[src/rtl/heap_pkg.sv]
// Shared types and defaults for the heap initiator.
// Holds the FSM state encoding, the op encoding and the default sizes.
package heap_pkg;

    typedef enum logic [2:0] {
        IDLE      = 3'd0,
        ISSUE     = 3'd1,
        WAIT_BUSY = 3'd2,
        WAIT_DONE = 3'd3,
        RESULT    = 3'd4
    } state_e;

    // The op encoding matches heap_rnw, so the op register drives it directly.
    typedef enum logic {
        OP_PUSH = 1'b0,
        OP_POP  = 1'b1
    } op_e;

    localparam int DATA_WD_DEF      = 16;
    localparam int CAPACITY_DEF     = 8;
    localparam int BUSY_TIMEOUT_DEF = 4;

endpackage

[src/rtl/heap_master.sv]
// Initiator for the min-heap: one command in flight, single-cycle cs, result pulse on pop.
// Occupancy is tracked locally so the heap is never overfilled or popped while empty.
module heap_master
    import heap_pkg::*;
#(
    parameter int data_wd      = DATA_WD_DEF,
    parameter int capacity     = CAPACITY_DEF,
    parameter int busy_timeout = BUSY_TIMEOUT_DEF
) (
    input  logic                        clk_i,
    input  logic                        rst_i,
    input  logic                        push_valid_i,
    input  logic [data_wd-1:0]          push_data_i,
    output logic                        push_ready_o,
    input  logic                        pop_valid_i,
    output logic                        pop_ready_o,
    output logic                        res_valid_o,
    output logic [data_wd-1:0]          res_data_o,
    output logic [$clog2(capacity)-1:0] count_o,
    output logic                        full_o,
    output logic                        empty_o,
    output logic                        err_o,
    output logic                        heap_cs_o,
    output logic                        heap_rnw_o,
    output logic [data_wd-1:0]          heap_wr_data_o,
    input  logic [data_wd-1:0]          heap_rd_data_i,
    input  logic                        heap_valid_i,
    input  logic                        heap_ready_i
);

    localparam int CNT_W = $clog2(capacity);
    localparam int TMR_W = $clog2(busy_timeout + 1);

    state_e             state_q, state_d;
    op_e                op_q, op_d;
    logic [data_wd-1:0] data_q, data_d;
    logic [data_wd-1:0] res_data_q, res_data_d;
    logic [CNT_W-1:0]   count_q, count_d;
    logic [TMR_W-1:0]   tmr_q, tmr_d;
    logic               err_q, err_d;
    logic               full, empty;

    assign full  = (count_q == CNT_W'(capacity - 1));
    assign empty = (count_q == '0);

    always_ff @(posedge clk_i) begin
        if (rst_i) begin
            state_q    <= IDLE;
            op_q       <= OP_POP;
            data_q     <= '0;
            res_data_q <= '0;
            count_q    <= '0;
            tmr_q      <= '0;
            err_q      <= 1'b0;
        end else begin
            state_q    <= state_d;
            op_q       <= op_d;
            data_q     <= data_d;
            res_data_q <= res_data_d;
            count_q    <= count_d;
            tmr_q      <= tmr_d;
            err_q      <= err_d;
        end
    end

    always_comb begin
        state_d      = state_q;
        op_d         = op_q;
        data_d       = data_q;
        res_data_d   = res_data_q;
        count_d      = count_q;
        tmr_d        = tmr_q;
        err_d        = err_q;
        push_ready_o = 1'b0;
        pop_ready_o  = 1'b0;

        case (state_q)
            IDLE: begin
                // A pending pop blocks pushes unless the heap is empty.
                pop_ready_o  = !rst_i && heap_ready_i && !empty;
                push_ready_o = !rst_i && heap_ready_i && !full && !(pop_valid_i && !empty);
                if (pop_valid_i && pop_ready_o) begin
                    op_d    = OP_POP;
                    state_d = ISSUE;
                end else if (push_valid_i && push_ready_o) begin
                    op_d    = OP_PUSH;
                    data_d  = push_data_i;
                    state_d = ISSUE;
                end
            end
            ISSUE: begin
                count_d = (op_q == OP_POP) ? count_q - CNT_W'(1) : count_q + CNT_W'(1);
                tmr_d   = '0;
                state_d = WAIT_BUSY;
            end
            WAIT_BUSY: begin
                // A heap that never drops ready is flagged; count stays as issued.
                if (!heap_ready_i) begin
                    state_d = WAIT_DONE;
                end else if (tmr_q == TMR_W'(busy_timeout - 1)) begin
                    err_d   = 1'b1;
                    state_d = IDLE;
                end else begin
                    tmr_d = tmr_q + TMR_W'(1);
                end
            end
            WAIT_DONE: begin
                if (heap_ready_i) begin
                    if (op_q == OP_POP) begin
                        res_data_d = heap_rd_data_i;
                        if (!heap_valid_i) begin
                            err_d = 1'b1;
                        end
                        state_d = RESULT;
                    end else begin
                        state_d = IDLE;
                    end
                end
            end
            RESULT: begin
                state_d = IDLE;
            end
            default: begin
                state_d = IDLE;
            end
        endcase
    end

    assign heap_cs_o      = (state_q == ISSUE);
    assign heap_rnw_o     = (state_q == ISSUE) ? op_q : 1'b1;
    assign heap_wr_data_o = (state_q == ISSUE && op_q == OP_PUSH) ? data_q : '0;
    assign res_valid_o    = (state_q == RESULT);
    assign res_data_o     = res_data_q;
    assign count_o        = count_q;
    assign full_o         = full;
    assign empty_o        = empty;
    assign err_o          = err_q;

endmodule

[config.mk]
export PLATFORM = sky130hd
export DESIGN_NAME = heap_master
export DESIGN_NICKNAME = d
export VERILOG_FILES = /design/src/rtl/heap_pkg.sv /design/src/rtl/heap_master.sv
export SDC_FILE = /design/constraint.sdc
export NUM_CORES = 1
export LEC_CHECK = 0
export ABC_CLOCK_PERIOD_IN_PS = 2300
export CAP_MARGIN = 10
export CORE_MARGIN = 5
export CORE_UTILIZATION = 42
export CTS_BUF_LIST = sky130_fd_sc_hd__clkbuf_8 sky130_fd_sc_hd__clkbuf_16
export DETAILED_ROUTE_END_ITERATION = 8
export PLACE_DENSITY = 0.81
export SYNTH_ARGS = -nofsm -noshare
export SYNTH_HDL_FRONTEND = slang
export SYNTH_SLANG_ARGS = --single-unit
[constraint.sdc]
create_clock -name clk_i -period 2.3 [get_ports clk_i]
set_input_delay 0.345 -clock clk_i [delete_from_list [all_inputs] [get_ports clk_i]]
set_output_delay 0.345 -clock clk_i [all_outputs]
set_load 0.02 [all_outputs]
==> metrics.cfg <==
[clock_tree]
cts_tree=yes
numCtsBuffers=5
clock_path_buffers=2
path_clk_slew_ns=0.08
cts_sinks=43
root_buffer=clkbuf_8
insertion_delay_ns=0.30
htree_levels=2

[global_routing]
grt_pass1_vias=1862
grt.total_usage_pct=17.1
overflow=0
grt_max_degree=43
antenna_found_initial=0
grt_pass1_wl_um=8580

[drt]
drt_first_iter_violations=164
wl_um=5310
firstDrtPassIters=4
via_per_inst=5.24
wl_per_cell_um=14.1
ant_nets=0
via_count=1976
drc=0

[critical_path]
worst-path-stages=4
cpLargestDelayFamily=buffers and inverters
cp.required_ns=1.96
critPathArrivalTime_ns=1.91
worstSetupEndpoint=heap_wr_data_o[11]
criticalPathCategory=reg -> out
cp-end-kind=primary output
timing.rr.end=data_q[4]
crit_chain=nor3b_2 > buf_6 > and3_1 > clkdlybuf4s50_1
critPathBufInv=2
crit_start=state_q[2]
r2r_start=state_q[0]
r2r_slack_ns=0.44
cp_max_fo=22
crit_path_max_incr_delay_ns=0.61
critPathSlowestCell=clkdlybuf4s50_1
r2r_cells=5
crit_path_start_kind=flip-flop

[pwr]
vdd_drop_max_mv=0.324
p_per_area_mw_per_mm2=548
swShare_pct=28.6
pwr-share-comb_pct=20.6
p_leak_uw=0.00122
p_switching_uw=456
p_seq_share_pct=49.6
clkPwrFrac_pct=29.8
p_int_uw=1140

[sta]
worst_slack_ns=0.0451
final.min_clock_period_ns=2.25
drv_slew=0
relSlewSlack_pct=63.8
worst_slew_pin_slew_ns=0.543
grt_setup_unrepaired=false
hold_viol=0
setup_violations=0
fmax_ghz=0.443
setup_tns_ns=0
skew_ns=0.00655
fin_crit_sh_pct=98.0

[layout]
drive_gt1_share_pct=7.38
multi_input_area_sq_um=961
final_common_cell=clkdlybuf4s50_1
ff_latch_area_sq_um=861
mostFrequentLayoutCells=clkdlybuf4s50_1, dfxtp_1, nand2_1
diodes=0
area_growth_pct=49.9
utilization_pct=66.0
nFillCells=387
num-nets-final=365

[placed_design]
port_buffers=80
dp_hpwl_um=3700
pre_cts_ws_ns=0.0388
gp_congestion=0.779

[floorplan]
pin_count=81
dieHeight_um=78.0
coreArea_sq_mm=0.00441
floorplan.initialDensity_pct=44.0
rows=24
die_w_um=78.0
dieArea_sq_mm=0.00608

[synthesis]
synthDistinctLibCells=41
syn_area_sq_mm=0.00194
yosysWarnings=0
synth_area_per_cell_sq_um=7.96
synthCells=244
ys_ff_latch=43
syn_nets=285
seq_area_frac_synth_pct=44.3

[run_status]
outcome=finished clean

[flow_run]
maxCapViolCount=0

[min_path]
hp-class=reg -> reg

[cell usage after synthesis]
| library cell | number | share of area [%] |
|---|---|---|
| nor3_4 | 1 | 0.84 |
| clkbuf_1 | 13 | 2.5 |
| nand4bb_1 | 1 | 0.58 |
| fa_1 | 1 | 1.0 |
| nor3b_1 | 1 | 0.39 |
| and3_1 | 16 | 5.2 |
| buf_2 | 1 | 0.26 |
| or4_4 | 1 | 0.58 |
| nand4_1 | 1 | 0.32 |
| or3b_2 | 1 | 0.45 |
| inv_1 | 10 | 1.9 |
| o21ai_0 | 8 | 2.1 |
| o22a_1 | 1 | 0.45 |
| mux2i_1 | 3 | 1.5 |
| o22ai_1 | 2 | 0.64 |
| buf_1 | 1 | 0.19 |
| a21oi_1 | 33 | 8.5 |
| o41ai_1 | 1 | 0.45 |
| nand2_1 | 35 | 6.8 |
| and4_1 | 1 | 0.45 |
| nand2b_1 | 1 | 0.32 |
| a211oi_1 | 1 | 0.39 |
| ha_1 | 2 | 1.3 |
| dfxtp_1 | 43 | 44 |
| a21boi_0 | 1 | 0.39 |
| nor2b_1 | 2 | 0.64 |
| buf_4 | 1 | 0.39 |
| a31oi_1 | 1 | 0.32 |
| a22o_1 | 1 | 0.45 |
| nand3b_1 | 1 | 0.39 |
| nor2_1 | 18 | 3.5 |
| o21ai_1 | 9 | 2.3 |
| or3_4 | 1 | 0.58 |
| and2_1 | 3 | 0.97 |
| nand3_1 | 17 | 4.4 |
| buf_6 | 2 | 1.2 |
| o21ai_2 | 1 | 0.45 |
| o21a_1 | 1 | 0.39 |
| nor3_1 | 2 | 0.52 |
| a22oi_1 | 1 | 0.39 |
| xnor2_1 | 3 | 1.4 |
[what timing repair did]
action | 4_1_cts | 5_1_grt
hold buffers | 0 | 0
gates cloned | 0 | 0
gates resized for setup | 2 | 8
setup buffers | 0 | 0
setup endpoints to repair | 2 | 16
[cell families after synthesis]
kind of cell             after synthesis  share of synthesized area (%)
XOR/XNOR                               3                           1.35
multiplexers                           3                           1.55
AND/OR/NAND/NOR                      103                           26.8
adder cells (fa/ha/maj)                3                           2.32
AO/OA/AOI/OAI                         61                           17.2
buffers and inverters                 28                           6.44
flip-flops                            43                           44.3
[sequential cells by signal (all words and copies together) (netlist names)]
signal / count
state_q: 3
op_q: 1
count_o: 3
err_o: 1
tmr_q: 3
data_q: 16
res_data_o: 16
[worst reg2reg max path, stage by stage (launching register included)]
cell and delay [ns]:
dfxtp_1 0.32, buf_4 0.16, or4_4 0.51, or3_4 0.45, o21ai_0 0.21, a21oi_1 0.09
[metrics by stage]
| stage | cell area [sq um] | power [uW] | hold WS [ns] | cells |
|---|---|---|---|---|
| finish | 2910 | 1600 | 0.455 | 377 |
| global route | 2910 | 1660 | 0.473 | 377 |
| CTS | 2890 | 1600 | 0.458 | 377 |
| detailed placement | 2810 | 1140 | 0.446 | 369 |
| global placement | 2810 | 1130 | 0.441 | 369 |
| floorplan | 1940 | 984 | 0.439 | 244 |
[cell type report]
type | instances | share of cell area [%]
clock buffer | 5 | 2.36
inverter | 10 | 1.29
multi-input combinational | 173 | 33.0
tap | 52 | 2.23
timing repair buffer | 91 | 31.0
sequential | 43 | 29.6
clock inverter | 3 | 0.559
[how the worst min path moves through the flow]
stage,start,to,cells after the start
2_1_floorplan,data_q[6],data_q[6],2
3_3_place_gp,res_data_o[6],res_data_o[6],2
3_5_place_dp,res_data_o[8],res_data_o[8],2
4_1_cts,res_data_o[8],res_data_o[8],2
5_1_grt,res_data_o[4],res_data_o[4],2
6_report,res_data_o[10],res_data_o[10],2
[power by group through the flow]
stage	clock, uW	combinational, uW	sequential, uW
after detailed placement	0	327	810
after global routing	508	353	797
after CTS	482	327	792
after global placement	0	323	808
final	476	328	792
after floorplan	0	171	813
[layer usage]
layer | GRT usage (%) | share of wire, %
met1 | 19.2 | 40
met2 | 29.7 | 50
met3 | 6.25 | 8.7
met4 | 5.57 | 1.3
met5 | 0 | 0
Power figures use the tool's default switching activity.
